`src/rtl/matmul_pkg.sv`:
```
// ---------------------------------------------------------------------------
// matmul_pkg
//
// Shared definitions for the sequential matrix-multiply controller.
//
// Contents:
//    state_t    : controller state encoding {IDLE, MAC, WRITE, DONE}
//    DEF_DW     : default data word width (32)
//    DEF_AW     : default memory address width (7)
//    MEM_DEPTH  : words per operand/result memory (100, enough for N=10)
//    MAX_N      : largest matrix dimension that fits in MEM_DEPTH
//
// Optional feature macro used by the files that import this package:
//    MATMUL_SAT_EN - saturating multiply/accumulate plus a sticky 'sat' flag.
// ---------------------------------------------------------------------------
package matmul_pkg;

   localparam int DEF_DW    = 32;
   localparam int DEF_AW    = 7;
   localparam int MEM_DEPTH = 100;
   localparam int MIN_N     = 2;
   localparam int MAX_N     = 10;

   typedef enum logic [1:0] {
      IDLE  = 2'd0,
      MAC   = 2'd1,
      WRITE = 2'd2,
      DONE  = 2'd3
   } state_t;

   // Row-major flat address of element [row][col] in an n x n matrix.
   function automatic int flat_index(input int row, input int col, input int n);
      return row * n + col;
   endfunction

endpackage

```
`src/rtl/matmul_seq_ctrl_mac_unit.sv`:
```
// ---------------------------------------------------------------------------
// mac_unit
//
// Accumulator register with a multiply-add in front of it. Each enabled cycle
// adds a*b to the running sum. By default the arithmetic wraps modulo 2^DW;
// when MATMUL_SAT_EN is defined both the product and the sum clamp to
// 2^DW-1 and a sticky 'sat' flag records that clamping happened.
//
// Ports:
//    clk      in   system clock, rising edge
//    rst      in   asynchronous active-low reset
//    clr      in   synchronous clear of the accumulator (wins over en)
//    en       in   accumulate a*b this cycle
//    a, b     in   DW-bit unsigned operands
//    acc      out  DW-bit accumulator value
//    sat_clr  in   (MATMUL_SAT_EN only) clear the sticky saturation flag
//    sat      out  (MATMUL_SAT_EN only) sticky saturation flag
// ---------------------------------------------------------------------------
module mac_unit
   import matmul_pkg::*;
#(
   parameter int DW = DEF_DW
) (
   input  logic          clk,
   input  logic          rst,
   input  logic          clr,
   input  logic          en,
   input  logic [DW-1:0] a,
   input  logic [DW-1:0] b,
`ifdef MATMUL_SAT_EN
   input  logic          sat_clr,
   output logic          sat,
`endif
   output logic [DW-1:0] acc
);

   logic [DW-1:0] next_acc;

`ifdef MATMUL_SAT_EN
   logic [2*DW-1:0] prod_full;
   logic [DW-1:0]   prod;
   logic [DW:0]     sum_full;
   logic            prod_ovf;
   logic            sum_ovf;
   logic            sat_event;

   // The full-width product exposes overflow in its upper half; the sum keeps
   // one carry bit. Either overflow clamps to all-ones.
   always_comb begin
      prod_full = {{DW{1'b0}}, a} * {{DW{1'b0}}, b};
      prod_ovf  = |prod_full[2*DW-1:DW];
      prod      = prod_ovf ? {DW{1'b1}} : prod_full[DW-1:0];
      sum_full  = {1'b0, acc} + {1'b0, prod};
      sum_ovf   = sum_full[DW];
      next_acc  = sum_ovf ? {DW{1'b1}} : sum_full[DW-1:0];
      sat_event = en && (prod_ovf || sum_ovf);
   end

   // Sticky flag: set by any clamp, cleared only by an accepted start.
   always_ff @(posedge clk or negedge rst) begin
      if (!rst) begin
         sat <= 1'b0;
      end else if (sat_clr) begin
         sat <= 1'b0;
      end else if (sat_event) begin
         sat <= 1'b1;
      end
   end
`else
   logic [DW-1:0] prod;

   // Truncating product and wrapping sum.
   always_comb begin
      prod     = a * b;
      next_acc = acc + prod;
   end
`endif

   // Accumulator register; a clear takes priority so that a WRITE cycle
   // leaves the next dot product starting from zero.
   always_ff @(posedge clk or negedge rst) begin
      if (!rst) begin
         acc <= '0;
      end else if (clr) begin
         acc <= '0;
      end else if (en) begin
         acc <= next_acc;
      end
   end

endmodule

```
`src/rtl/matmul_seq_ctrl.sv`:
```
// ---------------------------------------------------------------------------
// matmul_seq_ctrl
//
// Sequencer for C = A x B on N x N unsigned matrices stored row-major in
// single-ported memories with combinational read. For every C element it
// runs N MAC cycles (one product per cycle) followed by a single WRITE cycle,
// then pulses done for one cycle after the last element.
//
// Parameters:
//    N   matrix dimension, legal 2..10
//    DW  data word width
//    AW  memory address width
//
// Ports:
//    clk     in   system clock, rising edge
//    rst     in   asynchronous active-low reset
//    start   in   one-cycle run request, only looked at in IDLE
//    a_addr  out  address into memory A (i*N+k)
//    a_data  in   read data from memory A
//    b_addr  out  address into memory B (k*N+j)
//    b_data  in   read data from memory B
//    c_addr  out  address into memory C (i*N+j)
//    c_data  out  write data for memory C (the accumulator)
//    c_we    out  write enable for memory C, high only in WRITE
//    busy    out  high while MAC/WRITE cycles run
//    done    out  one-cycle completion pulse
//    sat     out  (MATMUL_SAT_EN only) sticky saturation flag
//
// Optional feature macro: MATMUL_SAT_EN (saturating arithmetic + sat port).
// ---------------------------------------------------------------------------
module matmul_seq_ctrl
   import matmul_pkg::*;
#(
   parameter int N  = 4,
   parameter int DW = DEF_DW,
   parameter int AW = DEF_AW
) (
   input  logic          clk,
   input  logic          rst,
   input  logic          start,
   output logic [AW-1:0] a_addr,
   input  logic [DW-1:0] a_data,
   output logic [AW-1:0] b_addr,
   input  logic [DW-1:0] b_data,
   output logic [AW-1:0] c_addr,
   output logic [DW-1:0] c_data,
   output logic          c_we,
   output logic          busy,
   output logic          done
`ifdef MATMUL_SAT_EN
   ,
   output logic          sat
`endif
);

   // Address-width copies of N and N-1 keep the decode arithmetic in AW bits.
   localparam logic [AW-1:0] DIM  = AW'(N);
   localparam logic [AW-1:0] LAST = AW'(N - 1);

   state_t        state;
   state_t        next_state;
   logic [AW-1:0] i;
   logic [AW-1:0] j;
   logic [AW-1:0] k;
   logic [DW-1:0] acc;
   logic          acc_clr;
   logic          mac_en;
   logic          start_accept;

   // State register.
   always_ff @(posedge clk or negedge rst) begin
      if (!rst) begin
         state <= IDLE;
      end else begin
         state <= next_state;
      end
   end

   // Next-state and control decode. The accumulator is cleared both when a
   // run starts and during each WRITE, so every dot product begins at zero.
   always_comb begin
      next_state   = state;
      acc_clr      = 1'b0;
      mac_en       = 1'b0;
      start_accept = 1'b0;
      c_we         = 1'b0;
      busy         = 1'b0;
      done         = 1'b0;
      unique case (state)
         IDLE: begin
            if (start) begin
               start_accept = 1'b1;
               acc_clr      = 1'b1;
               next_state   = MAC;
            end
         end
         MAC: begin
            busy   = 1'b1;
            mac_en = 1'b1;
            if (k == LAST) begin
               next_state = WRITE;
            end
         end
         WRITE: begin
            busy    = 1'b1;
            c_we    = 1'b1;
            acc_clr = 1'b1;
            if ((j == LAST) && (i == LAST)) begin
               next_state = DONE;
            end else begin
               next_state = MAC;
            end
         end
         DONE: begin
            done       = 1'b1;
            next_state = IDLE;
         end
         default: begin
            next_state = IDLE;
         end
      endcase
   end

   // Loop counters: k walks the dot product, j the column, i the row.
   // They are zeroed on an accepted start and again when the run finishes so
   // the address outputs rest at zero between runs.
   always_ff @(posedge clk or negedge rst) begin
      if (!rst) begin
         i <= '0;
         j <= '0;
         k <= '0;
      end else if (start_accept || (state == DONE)) begin
         i <= '0;
         j <= '0;
         k <= '0;
      end else begin
         case (state)
            MAC: begin
               if (k != LAST) begin
                  k <= k + 1'b1;
               end
            end
            WRITE: begin
               k <= '0;
               if (j != LAST) begin
                  j <= j + 1'b1;
               end else begin
                  j <= '0;
                  if (i != LAST) begin
                     i <= i + 1'b1;
                  end
               end
            end
            default: begin
            end
         endcase
      end
   end

   // Row-major address decode, valid every cycle.
   always_comb begin
      a_addr = i * DIM + k;
      b_addr = k * DIM + j;
      c_addr = i * DIM + j;
      c_data = acc;
   end

   mac_unit #(
      .DW (DW)
   ) u_mac (
      .clk     (clk),
      .rst     (rst),
      .clr     (acc_clr),
      .en      (mac_en),
      .a       (a_data),
      .b       (b_data),
`ifdef MATMUL_SAT_EN
      .sat_clr (start_accept),
      .sat     (sat),
`endif
      .acc     (acc)
   );

endmodule

```
`config.mk`:
```
export PLATFORM = sky130hd
export DESIGN_NAME = matmul_seq_ctrl
export DESIGN_NICKNAME = d
export VERILOG_FILES = /design/src/rtl/matmul_pkg.sv /design/src/rtl/matmul_seq_ctrl_mac_unit.sv /design/src/rtl/matmul_seq_ctrl.sv
export SDC_FILE = /design/constraint.sdc
export NUM_CORES = 1
export LEC_CHECK = 0
export CAP_MARGIN = 20
export CORE_MARGIN = 2
export CORE_UTILIZATION = 62
export DETAILED_ROUTE_END_ITERATION = 8
export HOLD_SLACK_MARGIN = 0.1
export PLACE_DENSITY = 0.83
export SLEW_MARGIN = 20
export SYNTH_ARGS = -nofsm -noshare
export SYNTH_HDL_FRONTEND = slang
export SYNTH_SLANG_ARGS = --single-unit
```
`constraint.sdc`:
```
create_clock -name clk -period 16 [get_ports clk]
set_input_delay 3.2 -clock clk [delete_from_list [all_inputs] [get_ports clk]]
set_output_delay 3.2 -clock clk [all_outputs]
set_load 0.02 [all_outputs]
```
---- Yosys cells after proc, flatten, opt, wreduce, memory -nomap -nowiden ----
Index checks and enable logic that the tools add are counted.
operators by class
  add/sub/neg operators ................... 7
  multiply operators ...................... 1
  eq/ne operators ......................... 13
  multiplexer cells ....................... 23
  reduce and logical (&&, ||, !) cells .... 11
operator list
  cell                   count
  $mux W32               2
  $mux W7                9
  $add A32 B32 Y32       1
  $mul A32 B32 Y32       1
  $add A7 B1 Y7 const B  3
  $add A7 B7 Y7          3
  $eq A7 B2 Y1 const B   3
  $ne A7 B2 Y1 const B   3
  $pmux W7 S2            1
  $pmux W2 S4            1
  $mux W1                6
  $mux W2                3
  $ne A2 B2 Y1 const B   3
  $reduce_bool A2 Y1     3
  $eq A2 B2 Y1 const B   2
  $reduce_and A2 Y1      2
  $ne A3 B3 Y1 const B   1
  $reduce_and A3 Y1      1
  $reduce_bool A3 Y1     1
  $eq A2 B1 Y1 const B   1
  $logic_not A2 Y1       1
  $pmux W1 S2            1
  $reduce_or A2 Y1       1
  $logic_and A1 B1 Y1    1
  $logic_or A1 B1 Y1     1
word-level totals
  register bits after elaboration ......... 55
  bits of input ports ..................... 67
  output and inout bits ................... 56

---- Logic depth before layout (Yosys ltp) ----
Gate-level depths: netlist (run 1).
  word-level depth ........................ 5
  gate-level depth with buffers ........... 29
  gate-level depth less buffers ........... 26

---- Cells and area by module ----
From an unflattened synthesis (run 1), not the netlist that was laid out.
unflattened totals
  cell total of the unflattened synthesis .. 2,221
  area, all modules ....................... 20,104.3 um^2
modules (own cells, without submodules)
  module           times used  cells an instance  area each (um^2)  seq. area each (um^2)
  mac_unit         1           2,028              18,296.3          800.8
  matmul_seq_ctrl  1           193                1,808.0           575.6

---- Worst setup path before layout (run 1) ----
OpenSTA, ideal clock, no wires.
  path kind ............................... in2reg
  from .................................... input b_data[2]
  to ...................................... register u_mac.acc[31]
  setup time .............................. 137 ps
  arrival time ............................ 9,675 ps
  data required time ...................... 15,863 ps
  setup slack ............................. 6,188 ps
  cell stages on the path ................. 27
  path buffers ............................ 3
  cells stage by stage .................... clkbuf_1 -> clkbuf_1 -> and2_1 -> fa_1 -> inv_1 -> fa_1 -> inv_1 -> fa_1 -> inv_1 -> fa_1 -> inv_1 -> fa_1 -> fa_1 -> fa_1 -> inv_1 -> fa_1 -> inv_1 -> ha_1 -> buf_2 -> a211o_1 -> a31oi_1 -> o21ai_0 -> or3_1 -> o31ai_1 -> o21ai_0 -> xnor2_1 -> a21oi_1
between the ends
  cells in the longest elaborated chain, start to end .. 4
RTL lines
  what                  line                            text
  start, declared       matmul_seq_ctrl.sv:44           input logic [DW-1:0] b_data,
  $mul A32 B32 Y32      matmul_seq_ctrl_mac_unit.sv:74  prod = a * b;
  $add A32 B32 Y32      matmul_seq_ctrl_mac_unit.sv:75  next_acc = acc + prod;
  $mux W32              matmul_seq_ctrl_mac_unit.sv:86  end else if (en) begin
  $mux W32              matmul_seq_ctrl_mac_unit.sv:84  end else if (clr) begin
  end signal, assigned  matmul_seq_ctrl_mac_unit.sv:87  acc <= next_acc;
  end, declared         matmul_seq_ctrl_mac_unit.sv:34  output logic [DW-1:0] acc
No other way between the ends. The select of a mux whose other input is x is not followed.
A chain may end at the register's enable or synchronous reset.

---- Final worst setup path (run 1) ----
  from .................................... input a_data[8]
  to ...................................... register u_mac.acc[31]
between the ends
  cells in the longest elaborated chain, start to end .. 4
RTL lines
  what              line                            text
  start, declared   matmul_seq_ctrl.sv:42           input logic [DW-1:0] a_data,
  $mul A32 B32 Y32  matmul_seq_ctrl_mac_unit.sv:74
  $add A32 B32 Y32  matmul_seq_ctrl_mac_unit.sv:75
  $mux W32          matmul_seq_ctrl_mac_unit.sv:86
  $mux W32          matmul_seq_ctrl_mac_unit.sv:84
No other way between the ends. The select of a mux whose other input is x is not followed.

==> impl_metrics.ini, run 1 <==
[status]
run_status = finished clean

[clock_tree]
root_buffer = clkbuf_16
cts_resized = 0
hold_buffers = 0
cts_max_level = 2
clk_path_buf_depth = 2
cts_sinks = 55
clk_pin_slew_ns = 0.07
insertion_delay_ns = 0.31
cts_tree = yes
post_cts_buffers = 0
cts_buffers = 5

[floorplan]
std_cell_rows = 65
die_y_um = 182
core_um2 = 31500
start_util_pct = 62.7
die_area_um2 = 33300
io_pins = 123
die_x_um = 182

[grt]
antenna_found_initial = 1
grt_overflow_total = 0
grt_pass1_vias = 16600
grt_start_max_net_pins = 56
grt_pass1_wl_mm = 84.3
grt_usage_pct = 32.5

[timing]
fin_crit_sh_pct = 68.3
tns_ns = 0
finalCriticalPeriod_ns = 10.93
clock.fmax_mhz = 91.5
setup_violations = 0
tightest_slew_ns = 1.16
hold_viol_final = 0
slew_headroom_pct = 22.4
drv_slew = 0
clock_skew_ns = 0.00619
rsz0062_at_grt = no

[route]
vias = 14800
finalWirelength_mm = 51.0
vias_per_cell = 5.67
wl_per_cell_um = 19.5
drt-initial-drc-count = 1108
dr.pass1.iters = 5
ant_nets = 0
drc = 0

[layout]
num_antenna_cells = 0
final_util_pct = 67.8
stdcell_count = 2613
nNetsFinal = 2861
drive_gt1_share_pct = 1.99
area_delta_synth_final_pct = 8.19

[place]
hpwl_mm = 40.2
dpl.cell_count = 2604
gp_congestion = 0.909
io_buffer_count = 122

[yosys]
async_flop_share_pct = 100
yosysSeqAreaShare_pct = 6.98
postSynthAreaPerCell_um2 = 9.12
synthesis.nets = 2815
yosys_warnings = 0
ys_types = 58
ys_seq_elements = 55
synthCells = 2164
synth_ff_type = dfrtp_1
synth_area_um2 = 19700
synth_edf_count = 0

[worst_setup_path]
cp.required_ns = 16.15
ff2ff_setup_slack_ns = 8.68
endpoint_kind = flop
critPathLaunchType = input port
critPathArrivalTime_ns = 11.08
crit_type = in2reg
worstPathMaxFanout = 24

[worst_hold_path]
hp-class = reg2reg

[run]
drv_cap = 0
## cells by family (layout without fill, tap and decap cells)
| logic type | after synthesis | after routing | synth area share (%) |
|---|---|---|---|
| flip-flops | 55 | 55 | 6.98 |
| AO/OA/AOI/OAI | 129 | 129 | 4.61 |
| AND/OR/NAND/NOR | 660 | 660 | 17.3 |
| multiplexers | 17 | 17 | 0.869 |
| buffers and inverters | 615 | 662 | 11.8 |
| adder cells (fa/ha/maj) | 584 | 584 | 53.8 |
| XOR/XNOR | 104 | 104 | 4.62 |
## path summary, 6_finish.rpt
check	depth (start not counted)	start	end
min	1	state[1]	state[1]
max	25	a_data[8]	u_mac.acc[31]
max reg2reg	23	u_mac.acc[22]	u_mac.acc[31]
max in group asynchronous	2	rst	u_mac.acc[19]
min in group asynchronous	2	rst	j[3]
min reg2reg	1	state[1]	state[1]
## Yosys cell counts, types with 7 or more instances
master | number | area (µm²)
mux2i_1 | 16 | 160
and2_1 | 320 | 2000
inv_1 | 511 | 1920
nand2_1 | 233 | 875
xnor2_1 | 75 | 657
a21o_1 | 18 | 135
fa_1 | 441 | 8830
clkbuf_1 | 94 | 353
nor2_1 | 54 | 203
o21ai_0 | 28 | 140
nand3_1 | 18 | 90.1
xor2_1 | 29 | 254
a21oi_1 | 28 | 140
or4_1 | 7 | 52.6
a211oi_1 | 7 | 52.6
ha_1 | 143 | 1790
dfrtp_1 | 55 | 1380
## critical path: stages
cell and delay, ns:
clkdlybuf4s50_1 1.03, and2_1 0.48, fa_1 0.48, inv_1 0.05
fa_1 0.37, inv_1 0.11, fa_1 0.43, inv_1 0.08
fa_1 0.41, inv_1 0.08, fa_1 0.45, fa_1 0.51
fa_1 0.51, inv_1 0.05, fa_1 0.49, inv_1 0.05
ha_1 0.39, a211o_1 0.33, a31oi_1 0.16, o21ai_0 0.13
or3_1 0.32, o31ai_1 0.46, o21ai_0 0.21, xnor2_1 0.19
a21oi_1 0.09
## layout by cell type, fill, tap and decap left out, types with 3 or more instances in the layout
master,count
inv_1,511
fa_1,441
and2_1,320
nand2_1,233
ha_1,142
clkdlybuf4s50_1,121
xnor2_1,75
dfrtp_1,55
nor2_1,54
xor2_1,29
a21oi_1,28
o21ai_0,28
buf_4,20
a21o_1,18
nand3_1,18
mux2i_1,16
a211oi_1,7
or4_1,7
nand2b_1,6
a31oi_1,6
nand4_1,6
o21bai_1,5
clkbuf_16,5
or3_1,4
a211o_1,3
o21a_1,3
o31ai_4,3
and3_1,3
o31ai_1,3
o311ai_1,3
## final cells by class
class	instances	area, µm²
Multi-Input combinational cell	1494	16000
Fill cell	2379	10100
Inverter	511	1920
Timing Repair Buffer	143	1380
Sequential cell	55	1380
Tap cell	402	503
Clock buffer	5	125
Clock inverter	3	18.8
## sequential cells by signal, summed over array words and instances (netlist names)
signal	count
k	7
j	7
u_mac.acc	32
i	7
state	2
## through the flow
stage / setup WS [ns] / instance area [µm²] / hold WS (ns)
finish: 5.07 / 21300 / 0.559
global route: 4.80 / 21300 / 0.579
CTS: 5.16 / 21300 / 0.542
detailed placement: 4.87 / 21200 / 0.518
global placement: 5.14 / 21200 / 0.511
floorplan: 6.19 / 19700 / 0.482
## routing by layer
layer  track usage [%]  routed length (µm)  vias to the layer above
li1                  -                   -                     6401
met1              42.8               19500                     7482
met2              54.2               24800                      769
met3              5.29                4530                      173
met4              12.9                2220                        0
met5                 0                   0                        -
Power of run 1 is not shown: default switching activity piles up to over one toggle a cycle in this logic, so the estimate is an artifact.
==> run 2, diff against run 1 <==
--- a/config.mk
+++ b/config.mk
@@ -7,10 +7,10 @@
 export LEC_CHECK = 0
 export CAP_MARGIN = 20
 export CORE_MARGIN = 2
-export CORE_UTILIZATION = 62
+export CORE_UTILIZATION = 57
 export DETAILED_ROUTE_END_ITERATION = 8
 export HOLD_SLACK_MARGIN = 0.1
-export PLACE_DENSITY = 0.83
+export PLACE_DENSITY = 0.8
 export SLEW_MARGIN = 20
 export SYNTH_ARGS = -nofsm -noshare
 export SYNTH_HDL_FRONTEND = slang
==> constraint.sdc (replaced) <==
create_clock -name clk -period 9.3 [get_ports clk]
set_input_delay 1.86 -clock clk [delete_from_list [all_inputs] [get_ports clk]]
set_output_delay 1.86 -clock clk [all_outputs]
set_load 0.02 [all_outputs]
==> impl_metrics.ini, run 2 (synthesis gave the netlist of run 1 again) <==
[status]
run_status = finished clean

[clock_tree]
cts_sinks = 55
root_buffer = clkbuf_16
clk_path_buf_depth = 2
cts_buffers = 5
clk_pin_slew_ns = 0.08
insertion_delay_ns = 0.31
cts_tree = yes
post_cts_buffers = 0
cts_max_level = 2

[route]
drc = 0
vias_per_cell = 5.45
drt-initial-drc-count = 1100
wl_per_cell_um = 18.9
ant_nets = 0
vias = 14900
dr.pass1.iters = 5
finalWirelength_mm = 51.6

[worst_setup_path]
timing.rr.end = u_mac.acc[31]
cpPeakStageDelay_ns = 0.61
cpMaxStageDelayCell = clkdlybuf4s50_1
r2r-start = u_mac.acc[22]
worstPathMaxFanout = 8
ff2ff_setup_slack_ns = 2.10
critPathLaunchType = input port
crit_type = in2reg
cp.required_ns = 9.44
cp_cell_sequence = clkdlybuf4s50_1 -> buf_4 -> and2_1 -> fa_1 -> fa_1 -> inv_1 -> fa_1 -> fa_1 -> inv_1 -> fa_1 -> fa_1 -> fa_1 -> inv_1 -> fa_1 -> inv_1 -> ha_1 -> a21o_1 -> a31oi_1 -> o21ai_0 -> or3_1 -> o31ai_2 -> o21ai_0 -> xnor2_1 -> a21oi_1
critPathArrivalTime_ns = 9.19
endpoint_kind = flop
crit_path_frequent_cell = fa_1
rr_worst_depth = 23

[floorplan]
die_y_um = 190
die_x_um = 190
die_area_um2 = 36100
std_cell_rows = 68
start_util_pct = 57.5
core_um2 = 34300
io_pins = 123

[layout]
nFillCells = 2732
finalInstanceArea_um2 = 22000
drive_gt1_share_pct = 4.63
area_delta_synth_final_pct = 11.3
final_common_cell = inv_1
final_cell_mix = 511 x inv_1, 441 x fa_1, 320 x and2_1, 233 x nand2_1, 142 x ha_1
largest_reg_flops = 32
nNetsFinal = 2919
top_register = u_mac.acc

[worst_hold_path]
hold_end = state[1]
min_from = state[1]
hp-class = reg2reg
hold_depth = 1

[timing]
slew_headroom_pct = 34.8
hold_viol_final = 0
clock.fmax_mhz = 111
clock_skew_ns = 0.00592
tightest_slew_ns = 0.978
setup_violations = 0
setup_ws_ns = 0.257
rsz0062_at_grt = no
fin_crit_sh_pct = 97.2
drv_slew = 0
tns_ns = 0
finalCriticalPeriod_ns = 9.04

[place]
dp_slack_ns = -0.123
placedInstanceArea_um2 = 21800
hpwl_mm = 43.6
gp_congestion = 0.966
io_buffer_count = 122

[grt]
grt_overflow_total = 0
antenna_found_initial = 2
grt_pass1_wl_mm = 85.8
grt_usage_pct = 30.5
grt_start_max_net_pins = 56
grt_pass1_vias = 16500

[run]
drv_cap = 0
## run 2: cell count changes in the layout (fill, tap and decap cells not counted), moves of 2 or more
cell	delta
clkdlybuf4s50_1	-2
clkinv_2	-2
dlymetal6s2s_1	+2
buf_4	+51
buf_12	+8
## run 2: area by class of cell
cell class,instances,area (µm²),share of cell area [%]
Sequential cell,55,1380,6.27
Inverter,511,1920,8.73
Timing Repair Buffer,201,1910,8.72
Tap cell,455,569,2.59
Clock inverter,3,26.3,0.120
Antenna cell,1,2.50,0.0114
Multi-Input combinational cell,1494,16000,73.0
Clock buffer,5,125,0.570
## run 2: worst max path at each step
stage | slack (ns) | endpoint | start | depth (start not counted)
after floorplan | 0.83 | u_mac.acc[31] | b_data[2] | 27
after global placement | 0.12 | u_mac.acc[31] | a_data[13] | 24
after detailed placement | -0.12 | u_mac.acc[31] | a_data[18] | 24
after CTS | 0.19 | u_mac.acc[31] | a_data[18] | 24
after global routing | 0.004 | u_mac.acc[31] | a_data[18] | 25
final | 0.26 | u_mac.acc[31] | a_data[18] | 24
## run 2: worst max-delay path: cells and delay by family
kind	cells	cell delay, ns
XOR/XNOR	1	0.18
adder cells (fa/ha/maj)	9	4.43
AND/OR/NAND/NOR	2	0.49
buffers and inverters	6	1.09
AO/OA/AOI/OAI	6	1.12
## run 2: layer usage
layer	GRT usage (%)	vias to the layer above	wire, µm
met3	4.46	112	4170
met1	41.2	7595	20400
met2	51.0	632	25300
met4	9.60	0	1710
li1	-	6512	-
met5	0	-	0
## run 2: repair_timing
action                                  4_1_cts  5_1_grt
resized for setup                             0        4
hold buffers                                  0        0
endpoints found under the setup margin        0        4
## run 2: per-stage QoR
step / utilization (%) / instances / hold WS [ns]
final: 64.1 / 2725 / 0.555
after global routing: 64.1 / 2725 / 0.584
after CTS: 64.0 / 2724 / 0.552
after detailed placement: 63.6 / 2716 / 0.527
after global placement: 63.6 / 2716 / 0.520
after floorplan: - / 2164 / 0.482
Power of run 2 is left out for the same reason.
